$ cat src/rtl/dmem_arbiter.sv
// Two-port round-robin arbiter in front of a single-port synchronous data memory.
// One access in flight at a time: accept (IDLE) -> drive memory (ISSUE) -> respond (RESP).
module dmem_arbiter #(
  parameter int DATA_WIDTH = 32,
  parameter int ADDR_WIDTH = 11
) (
  input  logic                    clk,
  input  logic                    rst_n,
  input  logic [1:0]              req_valid,
  output logic [1:0]              req_ready,
  input  logic [1:0]              req_we,
  input  logic [2*ADDR_WIDTH-1:0] req_addr,
  input  logic [2*DATA_WIDTH-1:0] req_wdata,
  output logic [1:0]              resp_valid,
  output logic [DATA_WIDTH-1:0]   resp_rdata,
  output logic                    mem_we,
  output logic [ADDR_WIDTH-1:0]   mem_addr,
  output logic [DATA_WIDTH-1:0]   mem_wdata,
  input  logic [DATA_WIDTH-1:0]   mem_rdata
);

  typedef enum logic [1:0] {
    IDLE  = 2'd0,
    ISSUE = 2'd1,
    RESP  = 2'd2
  } state_t;

  state_t                r_state;
  state_t                w_next_state;
  logic                  r_last_grant;
  logic                  r_port;
  logic                  r_mem_we;
  logic [ADDR_WIDTH-1:0] r_mem_addr;
  logic [DATA_WIDTH-1:0] r_mem_wdata;
  logic                  w_sel;
  logic                  w_accept;

  // On a tie the port that did not win last time gets the grant.
  always_comb begin
    if (&req_valid) w_sel = ~r_last_grant;
    else            w_sel = req_valid[1];
  end

  assign w_accept = (r_state == IDLE) && (|req_valid);

  // NOTE: sequential state uses non-blocking (<=) so every flop samples pre-edge values.
  always_ff @(posedge clk) begin
    if (!rst_n) r_state <= IDLE;
    else        r_state <= w_next_state;
  end

  // NOTE: every combinational output gets a default first, so no path can infer a latch.
  always_comb begin
    w_next_state = r_state;
    case (r_state)
      IDLE:    if (|req_valid) w_next_state = ISSUE;
      ISSUE:   w_next_state = RESP;
      RESP:    w_next_state = IDLE;
      default: w_next_state = IDLE;
    endcase
  end

  // Handshakes are masked while reset is held, so an aborted transaction never pulses.
  always_comb begin
    req_ready  = 2'b00;
    resp_valid = 2'b00;
    if (rst_n) begin
      case (r_state)
        IDLE:    if (|req_valid) req_ready = w_sel ? 2'b10 : 2'b01;
        RESP:    resp_valid = r_port ? 2'b10 : 2'b01;
        default: ;
      endcase
    end
  end

  always_ff @(posedge clk) begin
    if (!rst_n) begin
      r_last_grant <= 1'b1;
      r_port       <= 1'b0;
      r_mem_we     <= 1'b0;
      r_mem_addr   <= '0;
      r_mem_wdata  <= '0;
    end else if (w_accept) begin
      r_last_grant <= w_sel;
      r_port       <= w_sel;
      r_mem_we     <= req_we[w_sel];
      r_mem_addr   <= w_sel ? req_addr[2*ADDR_WIDTH-1:ADDR_WIDTH]  : req_addr[ADDR_WIDTH-1:0];
      r_mem_wdata  <= w_sel ? req_wdata[2*DATA_WIDTH-1:DATA_WIDTH] : req_wdata[DATA_WIDTH-1:0];
    end else if (r_state == ISSUE) begin
      r_mem_we     <= 1'b0;
    end
  end

  assign mem_we     = r_mem_we;
  assign mem_addr   = r_mem_addr;
  assign mem_wdata  = r_mem_wdata;
  assign resp_rdata = mem_rdata;

endmodule
$ cat config.mk
export PLATFORM = sky130hd
export DESIGN_NAME = dmem_arbiter
export DESIGN_NICKNAME = d
export VERILOG_FILES = /design/src/rtl/dmem_arbiter.sv
export SDC_FILE = /design/constraint.sdc
export NUM_CORES = 1
export LEC_CHECK = 0
export CAP_MARGIN = 20
export CORE_MARGIN = 1
export CORE_UTILIZATION = 30
export CTS_BUF_LIST = sky130_fd_sc_hd__clkbuf_4 sky130_fd_sc_hd__clkbuf_8
export DETAILED_ROUTE_END_ITERATION = 12
export MAX_ROUTING_LAYER = met4
export PLACE_DENSITY = 0.75
export SETUP_SLACK_MARGIN = 0.2
export SKIP_LAST_GASP = 1
export SLEW_MARGIN = 20
export SYNTH_ARGS = -nofsm -noshare
export SYNTH_HDL_FRONTEND = slang
export SYNTH_SLANG_ARGS = --single-unit
$ cat constraint.sdc
create_clock -name clk -period 1.6 [get_ports clk]
set_input_delay 0.32 -clock clk [delete_from_list [all_inputs] [get_ports clk]]
set_output_delay 0.32 -clock clk [all_outputs]
set_load 0.01 [all_outputs]
### Word-level counts from Yosys, hierarchy flattened

Cells that the tools add are included.

* register bits: 48
* word-level logic and storage cells: 32

* bitwise logic cells: 1
* order comparisons: 1
* reduce and logical (&&, ||, !) cells: 5
* equality and inequality tests: 3
* mux-type cells: 16

Operator list (count)
* $mux W32: 1
* $mux W2: 8
* $mux W11: 1
* $mux W1: 5
* $pmux W2 S2: 1
* $eq A2 B1 Y1 const B: 1
* $eq A2 B2 Y1 const B: 1
* $logic_not A2 Y1: 1
* $lt A1 B2 Y1 const B: 1
* $ne A2 B1 Y1 const B: 1
* $reduce_and A2 Y1: 1
* $reduce_bool A2 Y1: 1
* $reduce_or A2 Y1: 1
* $logic_and A1 B1 Y1: 1
* $not A1 Y1: 1

### Depth between registers and ports, before layout

Gate-level depths: netlist of run 1.

* word-level depth: 6
* gate-level depth with buffers: 5
* depth with buffers taken out: 3

### Worst setup path after synthesis of run 1

Ideal clock, no wire load.

* kind: reg2reg
* start: register r_state[0]
* end: register r_mem_addr[0] (netlist: mem_addr[0])
* required time: 1.467 ns
* library setup time: 0.133 ns
* slack: 0.268 ns
* arrival time: 1.199 ns
* period minus slack after synthesis: 1.332 ns
* stages on the path, launching flop included: 6
* cells stage by stage: dfxtp_1 > buf_2 > or2_2 > nor2_4 > buf_4 > a311oi_1

* word-level cells in the longest chain between the ends: 2

Ends and longest elaborated chain
* start: declaration: line 28 `state_t r_state;`
* start signal: assignment: line 49 `else r_state <= w_next_state;`
* $logic_not A2 Y1: line 44 `assign w_accept = (r_state == IDLE) && (|req_valid);`
* $logic_and A1 B1 Y1: line 44
* end signal: assignment: line 87 `r_mem_addr <= w_sel ? req_addr[2*ADDR_WIDTH-1:ADDR_WIDTH] : req_addr[ADDR_WIDTH-1:0];`
* end: declaration: line 33 `logic [ADDR_WIDTH-1:0] r_mem_addr;`

Every way passes these cells.
A chain may end at the register's enable or synchronous reset.

### Worst setup path in the final report of run 1

* start: register r_state[1]
* end: output port req_ready[1]

* word-level cells in the longest chain between the ends: 3

Ends and longest elaborated chain
* $logic_not A2 Y1: line 68 `case (r_state)`
* $mux W2: line 68
* $mux W2: line 67 `if (rst_n) begin`
* end: declaration: line 10 `output logic [1:0] req_ready,`

Every way passes these cells.

==> results of run 1 <==
## per-layer routing
layer / global-route usage / part of all wire
met1: 0.247 / 0.41
met5: - / 0
met4: 0.0833 / 0.029
met2: 0.309 / 0.49
met3: 0.0411 / 0.079
## worst max-delay path: stages, from the launching register on
cell and delay, ps:
dfxtp_2 350, buf_6 120, nor3b_4 190, and2_4 180, buf_6 100
## flip-flops by register name (all words and copies together), names as in the netlist
register / flops
r_last_grant: 1
mem_wdata: 32
mem_we: 1
mem_addr: 11
r_port: 1
r_state: 2
## per-stage QoR
step	setup WS [ps]	cell area [um^2]	instances	util	hold WS, ps
3_5_place_dp	-528	3820	504	0.490	472
2_1_floorplan	268	2460	296	-	409
4_1_cts	57.9	3970	515	0.508	498
6_report	40.0	4090	521	0.524	494
3_3_place_gp	-511	3820	504	0.490	471
5_1_grt	-14.6	4090	521	0.524	520
## where the power goes
| part | leakage [nW] | internal [W] | switching (W) |
|---|---|---|---|
| Combinational | 1.27 | 0.000605 | 0.000478 |
| Sequential | 0.398 | 0.00132 | 0.0000683 |
| Clock | 0.0614 | 0.000512 | 0.000428 |
| Total | 1.73 | 0.00244 | 0.000975 |
## cells in the final DEF, fill, tap and decap left out, drive strengths merged, types with 2 or more instances in the layout
master	count
a21boi	2
a21oi	18
a221o	5
a311oi	18
a31oi	21
and3	6
buf	33
clkbuf	8
clkdlybuf4s50	88
dfxtp	48
diode	2
dlygate4sd2	47
inv	2
nand2	38
nand2b	2
nand3	42
nor2	4
nor3b	2
o21ai	21
or2	2
## final cells by class
type / count / area [um^2] / share of cell area
clock buffers: 6 / 82.6 / 0.0202
inverters: 2 / 7.51 / 0.00183
repair buffers: 170 / 1700 / 0.415
flip-flops and latches: 48 / 966 / 0.236
diodes: 2 / 5.00 / 0.00122
clock inverters: 2 / 38.8 / 0.00948
multi-input cells: 189 / 1160 / 0.285
well taps: 102 / 128 / 0.0312
## cells by family (layout without fill, tap and decap cells)
logic type / after synthesis / in the layout / share of synthesized area
other cells: 0 / 2 / 0
compound gates: 89 / 89 / 0.243
flops: 48 / 48 / 0.391
simple gates: 100 / 100 / 0.207
buf+inv: 59 / 180 / 0.158
## how the worst max path moves through the flow
stage               slack, ps       endpoint  cells after the start
finish                     40   req_ready[1]                      4
global route              -10   req_ready[1]                      4
CTS                        60   req_ready[1]                      4
detailed placement       -530  resp_valid[0]                      4
global placement         -510   req_ready[1]                      4
floorplan                 270    mem_addr[0]                      5
## repair_timing
item                       CTS  global route
setup endpoints to repair   93            47
hold endpoints to repair     0             0
gates cloned                 0             3
pin swaps                    5            14
buffers inserted             3             1
hold buffers                 0             0
resized for setup           80             9
==> metrics.cfg, run 1 <==
[timing]
clock_skew_ps=6.14
finalCriticalPeriod_ps=1560
min_period_over_period=0.975
drv_slew=0
finalHoldViolCount=0
tns_ps=0
rsz0062_at_grt=true
max_freq_mhz=641
setup_viol=0
relSlewSlack=0.663
worst_pin_slew_ps=505

[final_layout]
nNetsFinal=540
final_layout_size_suffix_gt1_frac=0.156
area_growth_pct=66.6
fillerInstances=739

[clock_tree]
cts_inserted_buffers=5
clock_latency_ps=300
cts.sinks=48
root_buffer=clkbuf_8
cts_tree=yes
clk_pin_slew_worst_paths_ps=90
h-tree-depth=2
clock_path_buffers=2

[synthesis]
yosys-top-cells-area=dfxtp_1 (39%), buf_4 (12%), nand3_1 (8.6%), a311oi_1 (6.4%), nand2_1 (5.8%)
synth_seq_cells=48
synth_most_common_cell=dfxtp_1
yosysTopAreaCell=dfxtp_1
synth_edf_count=0
yosysTopAreaCellShare=0.391
synth_ff_type=dfxtp_1
syn_nets=420
yosys-top-cells-count=dfxtp_1 (48), nand3_1 (42), buf_4 (38), nand2_1 (38)
synthCells=296
ys_seq_area_frac=0.391
syn_area_um2=2460
syn_avg_cell_area_um2=8.30
synth_warnings=0
async_flop_share=0
ys_types=34

[critical_path]
critPathKind=flop to output port
start_kind=flop
r2r_slack_ps=200
regToRegEndpoint=mem_addr[7]
worstPathRequired_ps=1280
startpoint=r_state[1]
worst_r2r_startpoint=r_state[1]
reg2regPathDepth=5
crit_arrival_ps=1240
cp-end-kind=output port
path_max_fanout=3

[route]
drt_iter0_markers=119
postRouteAntennaNets=0
vias_per_cell=5.30
drcViolationCount=0
drt_wl_total_um=8400
first_pass_iters=4
vias=2762
wl_per_cell_um=16.1

[global_route]
track_usage=0.198
grt_pass1_vias=2608
antenna_found_initial=2
grt_max_degree=43
grt_pass1_wl_um=13200
globalRoute.totalOverflow=0

[run_status]
status=finished clean

[floorplan]
die_area_um2=8550
rows=32
die_w_um=92.5
die_y_um=92.5
io-pin-count=204
start_util=0.315
core_um2=7810

[power_and_ir_drop]
pwr_density_cell_nw_per_um2=833
power_w=0.00341
p_leak_nw=1.73
ir_worst_vdd_uv=397

[placement]
gp_congestion=0.788
numPortBuffers=139
dp_hpwl_um=5780

[hold_path]
min_to=mem_wdata[19]
min_from=mem_wdata[19]
hold_class=flop to flop
holdPathStages=1

[flow_run]
maxCapViolCount=0

No activity file was read; power rests on OpenSTA's default activity.
==> run 2: changes to the inputs <==
- HOLD_SLACK_MARGIN: not set -> 0.05
==> results of run 2 <==
Same layout as run 1: the final DEF is identical, and so are final timing and power.
==> run 3: changes to the inputs <==
- CTS_BUF_LIST: sky130_fd_sc_hd__clkbuf_4 sky130_fd_sc_hd__clkbuf_8 -> sky130_fd_sc_hd__clkbuf_8 sky130_fd_sc_hd__clkbuf_16
==> results of run 3 <==
Same layout as run 1: the final DEF is identical, and so are final timing and power.
